$ cat config.mk
export PLATFORM = sky130hd
export DESIGN_NAME = id_ex_stage
export DESIGN_NICKNAME = d
export VERILOG_FILES = /design/src/rtl/id_ex_stage_pkg.sv /design/src/rtl/id_ex_stage_alu_decoder.sv /design/src/rtl/id_ex_stage.sv
export SDC_FILE = /design/constraint.sdc
export NUM_CORES = 1
export LEC_CHECK = 0
export BUFFER_PORTS_ARGS = -buffer_cell sky130_fd_sc_hd__clkbuf_2
export CAP_MARGIN = 5
export CORE_ASPECT_RATIO = 0.9
export CORE_UTILIZATION = 40
export DETAILED_ROUTE_END_ITERATION = 8
export GPL_TIMING_DRIVEN = 1
export PLACE_DENSITY = 0.73
export SETUP_SLACK_MARGIN = 0.4
export SYNTH_ARGS = -nofsm -noshare
export SYNTH_HDL_FRONTEND = slang
export SYNTH_SLANG_ARGS = --single-unit
$ cat constraint.sdc
create_clock -name clk -period 2.8 [get_ports clk]
set_input_delay 0.14 -clock clk [delete_from_list [all_inputs] [get_ports clk]]
set_output_delay 0.14 -clock clk [all_outputs]
set_load 0.005 [all_outputs]
$ cat src/rtl/id_ex_stage_pkg.sv
// id_ex_stage_pkg
// Shared decode constants for the ID/EX stage and the ALU control path:
// opcode/funct encodings, ALU op codes, decoder select enums, the decode
// result struct and the operand forwarding helper.
package id_ex_stage_pkg;

  // ALU op codes seen by the execute stage
  typedef enum logic [2:0] {
    ALU_AND = 3'b000,
    ALU_OR  = 3'b001,
    ALU_ADD = 3'b010,
    ALU_SUB = 3'b110,
    ALU_SLT = 3'b111
  } alu_op_e;

  // opcodes
  localparam logic [5:0] OP_RTYPE = 6'b000000;
  localparam logic [5:0] OP_BEQ   = 6'b000100;
  localparam logic [5:0] OP_ADDI  = 6'b001000;
  localparam logic [5:0] OP_SLTI  = 6'b001010;
  localparam logic [5:0] OP_ANDI  = 6'b001100;
  localparam logic [5:0] OP_ORI   = 6'b001101;

  // R-type funct codes
  localparam logic [5:0] FN_ADD = 6'b100000;
  localparam logic [5:0] FN_SUB = 6'b100010;
  localparam logic [5:0] FN_AND = 6'b100100;
  localparam logic [5:0] FN_OR  = 6'b100101;
  localparam logic [5:0] FN_SLT = 6'b101010;

  // source of operand b: rt operand, sign- or zero-extended immediate
  typedef enum logic [1:0] {
    IMM_NONE = 2'd0,
    IMM_SEXT = 2'd1,
    IMM_ZEXT = 2'd2
  } imm_sel_e;

  // source of the destination register number
  typedef enum logic [1:0] {
    DST_RD   = 2'd0,
    DST_RT   = 2'd1,
    DST_ZERO = 2'd2
  } dst_sel_e;

  typedef struct packed {
    alu_op_e  op;
    imm_sel_e imm_sel;
    dst_sel_e dst_sel;
    logic     legal;
  } dec_t;

  // Bypass from the ALU's registered result. Register 0 is hardwired zero,
  // so it is never a forwarding match.
  function automatic logic [31:0] fwd_mux(input logic        en,
                                          input logic [4:0]  fwd_reg,
                                          input logic [31:0] fwd_data,
                                          input logic [4:0]  src_reg,
                                          input logic [31:0] rf_data);
    if (en && (fwd_reg != 5'd0) && (fwd_reg == src_reg)) return fwd_data;
    return rf_data;
  endfunction

endpackage

$ cat src/rtl/id_ex_stage_alu_decoder.sv
// alu_decoder
// Purely combinational instruction decode for the ID/EX stage.
// Ports:
//   opcode, funct : instruction fields
//   dec           : ALU op, operand-b select, destination select, legal flag
module alu_decoder
  import id_ex_stage_pkg::*;
(
  input  logic [5:0] opcode,
  input  logic [5:0] funct,
  output dec_t       dec
);

  always_comb begin
    dec = '{op: ALU_AND, imm_sel: IMM_NONE, dst_sel: DST_ZERO, legal: 1'b0};
    unique case (opcode)
      OP_RTYPE: begin
        dec.imm_sel = IMM_NONE;
        dec.dst_sel = DST_RD;
        dec.legal   = 1'b1;
        unique case (funct)
          FN_ADD:  dec.op = ALU_ADD;
          FN_SUB:  dec.op = ALU_SUB;
          FN_AND:  dec.op = ALU_AND;
          FN_OR:   dec.op = ALU_OR;
          FN_SLT:  dec.op = ALU_SLT;
          default: dec.legal = 1'b0;
        endcase
      end
      OP_ADDI: dec = '{op: ALU_ADD, imm_sel: IMM_SEXT, dst_sel: DST_RT,   legal: 1'b1};
      OP_SLTI: dec = '{op: ALU_SLT, imm_sel: IMM_SEXT, dst_sel: DST_RT,   legal: 1'b1};
      OP_ANDI: dec = '{op: ALU_AND, imm_sel: IMM_ZEXT, dst_sel: DST_RT,   legal: 1'b1};
      OP_ORI:  dec = '{op: ALU_OR,  imm_sel: IMM_ZEXT, dst_sel: DST_RT,   legal: 1'b1};
      OP_BEQ:  dec = '{op: ALU_SUB, imm_sel: IMM_NONE, dst_sel: DST_ZERO, legal: 1'b1};
      default: ;
    endcase
  end

endmodule

$ cat src/rtl/id_ex_stage.sv
// id_ex_stage
// ID/EX pipeline register: forwards operands, decodes the instruction and
// registers ALU operands/op code for execute. Counts illegal instructions.
// Ports:
//   clk, rst                    : clock, async active-high reset
//   in_valid / in_ready         : instruction handshake (in_ready = ~stall)
//   opcode, funct, imm          : instruction fields
//   rs_num, rt_num, rd_num      : register numbers
//   rs_data, rt_data            : register-file read values
//   fwd_en, fwd_reg, fwd_data   : ALU result bypass
//   stall, flush                : pipeline control (flush wins)
//   a, b, operation, dest_reg   : registered ALU inputs
//   out_valid, illegal          : registered status; illegal is a 1-cycle pulse
//   illegal_count               : saturating count of accepted illegal instrs
module id_ex_stage
  import id_ex_stage_pkg::*;
(
  input  logic        clk,
  input  logic        rst,
  input  logic        in_valid,
  output logic        in_ready,
  input  logic [5:0]  opcode,
  input  logic [5:0]  funct,
  input  logic [15:0] imm,
  input  logic [4:0]  rs_num,
  input  logic [4:0]  rt_num,
  input  logic [4:0]  rd_num,
  input  logic [31:0] rs_data,
  input  logic [31:0] rt_data,
  input  logic        fwd_en,
  input  logic [4:0]  fwd_reg,
  input  logic [31:0] fwd_data,
  input  logic        stall,
  input  logic        flush,
  output logic [31:0] a,
  output logic [31:0] b,
  output logic [2:0]  operation,
  output logic        out_valid,
  output logic [4:0]  dest_reg,
  output logic        illegal,
  output logic [7:0]  illegal_count
);

  dec_t        dec;
  logic [31:0] rs_op, rt_op, b_nxt;
  logic [4:0]  dest_nxt;
  logic        accept;

  alu_decoder u_dec (
    .opcode (opcode),
    .funct  (funct),
    .dec    (dec)
  );

  assign in_ready = ~stall;
  assign accept   = in_valid & in_ready & ~flush;

  assign rs_op = fwd_mux(fwd_en, fwd_reg, fwd_data, rs_num, rs_data);
  assign rt_op = fwd_mux(fwd_en, fwd_reg, fwd_data, rt_num, rt_data);

  always_comb begin
    b_nxt = rt_op;
    unique case (dec.imm_sel)
      IMM_SEXT: b_nxt = {{16{imm[15]}}, imm};
      IMM_ZEXT: b_nxt = {16'h0000, imm};
      default:  b_nxt = rt_op;
    endcase
  end

  always_comb begin
    dest_nxt = 5'd0;
    unique case (dec.dst_sel)
      DST_RD:  dest_nxt = rd_num;
      DST_RT:  dest_nxt = rt_num;
      default: dest_nxt = 5'd0;
    endcase
  end

  always_ff @(posedge clk or posedge rst) begin
    if (rst) begin
      a             <= '0;
      b             <= '0;
      operation     <= ALU_AND;
      dest_reg      <= '0;
      out_valid     <= 1'b0;
      illegal       <= 1'b0;
      illegal_count <= '0;
    end else if (flush) begin
      // kill the slot; operand registers keep their last contents
      out_valid <= 1'b0;
      dest_reg  <= '0;
      illegal   <= 1'b0;
    end else if (stall) begin
      // slot frozen; illegal is a single-cycle event flag, not slot state
      illegal <= 1'b0;
    end else begin
      out_valid <= 1'b0;
      illegal   <= 1'b0;
      if (accept) begin
        if (dec.legal) begin
          a         <= rs_op;
          b         <= b_nxt;
          operation <= dec.op;
          dest_reg  <= dest_nxt;
          out_valid <= 1'b1;
        end else begin
          illegal <= 1'b1;
          if (illegal_count != 8'hFF) illegal_count <= illegal_count + 8'd1;
        end
      end
    end
  end

endmodule
[Word-level counts from Yosys, hierarchy flattened]
Index checks and enable logic that the tools add are counted.
Word-level totals
  register bits: 82
  input port bits: 150
  word-level logic and storage cells: 65
Cells by class
  $add $sub $neg: 1
  equality and inequality tests: 17
  muxes and demuxes: 23
  bitwise logic cells: 5
  reduce and logical (&&, ||, !) cells: 12
Operators with widths (count)
  32-bit two-way mux: 4
  32-bit one-hot mux with 2 select lines: 1
  8-bit one-hot mux with 6 select lines: 1
  6-bit == test (second input constant): 5
  6-bit by 4-bit == test with 1-bit output (second input constant): 4
  5-bit two-way mux: 4
  3-bit one-hot mux with 4 select lines: 1
  1-bit two-way mux: 11
  5-bit == test: 2
  5-bit one-hot mux with 2 select lines: 1
  8-bit by 1-bit adder with 8-bit output (second input constant): 1
  8-bit inequality test (second input constant): 1
  6-bit by 3-bit == test with 1-bit output (second input constant): 1
  6-bit logical NOT: 1
  5-bit AND reduction: 1
  5-bit nonzero test: 1
  5-bit OR reduction: 1
  2-bit by 1-bit == test with 1-bit output (second input constant): 2
  4-bit AND reduction: 1
  2-bit nonzero test: 2
  1-bit logical AND: 3
  1-bit inverter: 3
  3-bit AND reduction: 1
  1-bit bitwise AND: 2
  3 further kinds: 3

[Depth between registers and ports, before layout]
  depth in word-level cells: 10
  gate-level depth with buffers: 10
  depth with buffers taken out: 9

[Modules after synthesis]
From an unflattened synthesis, not the netlist that was laid out.
Second synthesis, totals
  cells, all modules: 471
  area, all modules: 4543.1 um^2
Modules (own cells, without submodules)
  id_ex_stage: times used 1, cells an instance 437, area each 4320.4 um^2, sequential area each 2052.0 um^2
  alu_decoder: times used 1, cells an instance 34, area each 222.7 um^2, sequential area each 0.0 um^2

[Least setup slack after synthesis]
Ideal clock, no wire load.
  path kind: in2reg
  from: in opcode[1]
  to: reg b[16]
  library setup time: 0.126 ns
  arrival time: 1.758 ns
  required time: 2.674 ns
  path slack: 0.916 ns
  cell stages on the path: 7
  buffers on the path: 2
  path through: and2b_1 -> nand3_1 -> ha_1 -> clkbuf_1 -> o21ai_2 -> buf_2 -> o32a_1
Between the ends
  longest elaborated chain between the ends: 4
  elaborated cells between the ends (all ways): 11
RTL lines
  from (decl): RTL line id_ex_stage.sv:22  | input logic [5:0] opcode,
  6-bit by 3-bit == test with 1-bit output (tied with other cells): RTL line id_ex_stage_alu_decoder.sv:16  | unique case (opcode)
  8-bit one-hot mux with 6 select lines *: RTL line id_ex_stage_alu_decoder.sv:16
  2-bit == test or 2-bit by 1-bit == test with 1-bit output (tied branches): RTL line id_ex_stage.sv:63  | unique case (dec.imm_sel)
  32-bit one-hot mux with 2 select lines: RTL line id_ex_stage.sv:63
  to (signal assigned): RTL line id_ex_stage.sv:102  | b <= b_nxt;
  to (decl): RTL line id_ex_stage.sv:36  | output logic [31:0] b,
Every way passes the cells marked *; elsewhere a longest branch is shown, timed or not.
A chain may end at the register's enable or synchronous reset.

[Worst setup path after layout]
  from: in opcode[1]
  to: reg b[2]
Same word-level chain as after synthesis.

==> results.rst <==
.. list-table::
   :header-rows: 1

   * - Metric
     - Value
   * - Horizontal extent of the die
     - 111.9 um
   * - Leak
     - 0.002999 uW
   * - Max-slew violation total from the final report
     - 0
   * - Post-route minimum period
     - 2.061 ns
   * - Number of nets in the final layout
     - 820
   * - Net count after synthesis
     - 596
   * - Class of the worst hold path
     - input pin to flip-flop
   * - Largest registers
     - a: 32 flops, b: 32 flops, illegal_count: 8 flops
   * - Max-capacitance violation count
     - 0
   * - Clock Pin Slew Worst Setup and Hold Paths
     - 0.06 ns
   * - Pwr/cell area
     - 631.2 nW/um2
   * - Count of endpoints failing hold in the final timing report
     - 0
   * - Clk_lat worst skew
     - 0.33 ns
   * - Post-DR vias/cell
     - 5.284
   * - Biggest area contributors in the synthesized netlist
     - sky130_fd_sc_hd__dfrtp_1 47%, sky130_fd_sc_hd__mux2i_1 12%, sky130_fd_sc_hd__nor2_1 5.4%
   * - Worst-path fanout max
     - 15
   * - Count of pins on the block boundary
     - 233
   * - Worst-case reg-to-reg path depth
     - 4
   * - Overall via count from detail_route
     - 4222
   * - P&R area growth vs syn
     - 36.06%
   * - Synthesis Warnings
     - 0
   * - Unrepaired setup endpoints after global routing
     - false
   * - Violations in the final reports
     - design-rule violations
   * - Worst hold margin
     - 0.04996 ns
   * - Total detailed-routing wirelength
     - 13.08 mm
   * - GR Util All Layers
     - 22.75%
   * - Worst slew slack as a fraction of its limit
     - 28.20%
   * - Mapped Avg Cell Area
     - 9.823 um2
   * - Startpoint type of the worst setup path
     - input pin
   * - Number of CTS-inserted buffers
     - 9
   * - Effective utilization at floorplan
     - 41.75%
   * - DRC violations left
     - 10
   * - Worst setup EP type
     - flip-flop
   * - Cell accounting for the most synthesized area
     - sky130_fd_sc_hd__dfrtp_1
   * - Std-Cell Core Area
     - 10420 um2
   * - TritonCTS clock tree
     - done
   * - Die span in y
     - 101.0 um
   * - Clock Sinks
     - 82
   * - Crit path setup slack, layout
     - 0.7392 ns
   * - CP Class
     - input pin to flip-flop
   * - Site Rows
     - 35
   * - Hold-fix buffers, CTS
     - 1
   * - Register area share after synthesis
     - 47.15%
   * - Share of flip-flops with an asynchronous set or reset
     - 100.0%
   * - Antenna violations before repair
     - 0
   * - Leading post-synthesis cells by instance count
     - 82 x sky130_fd_sc_hd__dfrtp_1, 63 x sky130_fd_sc_hd__nor2_1, 50 x sky130_fd_sc_hd__mux2i_1, 36 x sky130_fd_sc_hd__a21oi_1
   * - Result of the run
     - finished, violations left
   * - Placer Congestion
     - 0.9484
   * - Ys flop type
     - sky130_fd_sc_hd__dfrtp_1
   * - Most frequent cell after synthesis
     - sky130_fd_sc_hd__dfrtp_1
   * - Worst Tran Pin Value
     - 1.073 ns
   * - Final number of setup-violating endpoints
     - 0
   * - Number of routed nets with antenna violations
     - 0
   * - Worst Clk Skew
     - 0.008215 ns
   * - Post-detail-place hpwl
     - 9.900 mm
   * - Count of buffers inserted at the top-level ports
     - 232
   * - First-pass DRT Iterations
     - 9
   * - Flops & latches, synth
     - 82
   * - Maximum number of pins on one net before global-route repair
     - 53
   * - Clock root buffer master
     - sky130_fd_sc_hd__clkbuf_16
   * - Clock Path Buffers
     - 2
   * - Via count of the first global-routing pass
     - 4067
   * - Fraction of layout instances using a drive strength above 1
     - 39.10%
   * - Cells resized by post-CTS repair
     - 0
   * - Library cells used by synthesis
     - 39
   * - Filler cell count
     - 947
   * - First-pass GRT wire length
     - 20.02 mm
   * - Area share of the leading cell type in the synthesized netlist
     - 47.15%
   * - Die footprint
     - 11300 um2
   * - Hold Path Cell Cnt
     - 3
   * - Summed area of non-filler cells in the final layout
     - 5921 um2
   * - CP arrival
     - 2.28 ns
   * - Count of antenna diodes in the layout
     - 0
   * - Area after DPL
     - 5635 um2
   * - DP Worst Slack
     - 0.4111 ns
   * - F_max
     - 0.4853 GHz
   * - Post-detailed-route wirelength per cell
     - 16.37 um
   * - H-tree levels
     - 3
   * - Required arrival time at the worst endpoint
     - 3.02 ns
   * - Worst VDD drop
     - 0.4104 mV
   * - Total negative slack for setup checks
     - 0 ns
   * - Summed instance area of the synthesized netlist
     - 4352 um2
   * - Total congestion overflow
     - 0
   * - Number of instances in the synthesized netlist
     - 443
   * - EDFF count, synth
     - 0
   * - Post-CTS repair timing setup buffer count
     - 0
   * - Reg-to-reg setup timing slack
     - 1.20 ns
   * - Final cycle utilization of the critical path
     - 73.60%
   * - Count of routing violations after the opening detailed-route iteration
     - 196
==> report_power, final <==
group | internal [uW] | switching (uW)
registers | 1480 | 208
logic | 493 | 437
clock network | 680 | 440
total | 2650 | 1090
==> final timing paths <==
| kind | startpoint | to |
|---|---|---|
| max in group asynchronous | rst | a[26] |
| hold / removal | imm[14] | b[14] |
| min in group asynchronous | rst | operation[1] |
| setup / recovery | opcode[1] | b[2] |
| setup reg to reg | illegal_count[0] | illegal_count[1] |
| hold reg to reg | b[15] | b[15] |
==> stage by stage <==
| stage | instances | total power, uW | util [%] |
|---|---|---|---|
| 2_1_floorplan | 443 | 2085 | - |
| 3_3_place_gp | 784 | 2602 | 54.07 |
| 3_5_place_dp | 784 | 2647 | 54.07 |
| 4_1_cts | 799 | 3789 | 56.81 |
| 5_1_grt | 799 | 3970 | 56.81 |
| 6_report | 799 | 3737 | 56.81 |
==> final cells by class <==
cell class,count,area [um2],area share [%]
sequential,82,2052,34.66
tap,129,161.4,2.726
multi-input combinational,311,2105,35.55
timing repair buffer,241,1244,21.01
clock buffer,11,232.7,3.931
clock inverter,3,42.54,0.7185
inverter,22,83.83,1.416
==> logic make-up (layout without fill, tap and decap cells) <==
logic type | after synthesis | after routing | share of synthesized area [%]
buf+inv | 50 | 277 | 4.830
fa+ha+maj | 3 | 3 | 0.8627
xor+xnor | 16 | 16 | 3.220
compound gates | 88 | 88 | 14.89
mux | 52 | 52 | 12.02
flops | 82 | 82 | 47.15
simple gates | 152 | 152 | 17.02
==> layer usage <==
layer  global-route usage [%]  wire length, um
met1                    27.79             5578
met2                    39.27             6459
met3                    5.833              842
met4                    7.897              203
met5                        0                0
==> critical path: stages <==
cell                       delay (ns)
sky130_fd_sc_hd__clkbuf_2        0.11
sky130_fd_sc_hd__and2b_1         0.27
sky130_fd_sc_hd__nand3_1         0.25
sky130_fd_sc_hd__ha_1            0.36
sky130_fd_sc_hd__nor2_1          0.82
sky130_fd_sc_hd__nand3_1         0.19
sky130_fd_sc_hd__o221ai_1        0.13
==> cell usage in the layout, fill, tap and decap left out, drive strengths merged, types with 2 or more instances in the layout <==
cell type,instances
and3,17
nor2b,3
dfrtp,82
nand2b,3
nor2,63
o21ai,5
mux2,2
ha,3
o221ai,15
a21oi,36
nand4,6
a22o,10
clkbuf,243
a31o,2
nor3b,5
buf,8
xnor2,6
nor4,3
xor2,10
nand2,22
a31oi,3
inv,21
mux2i,50
clkinv,2
o32a,16
nand3,20
nor3,3
(Power assumes the default switching activity.)
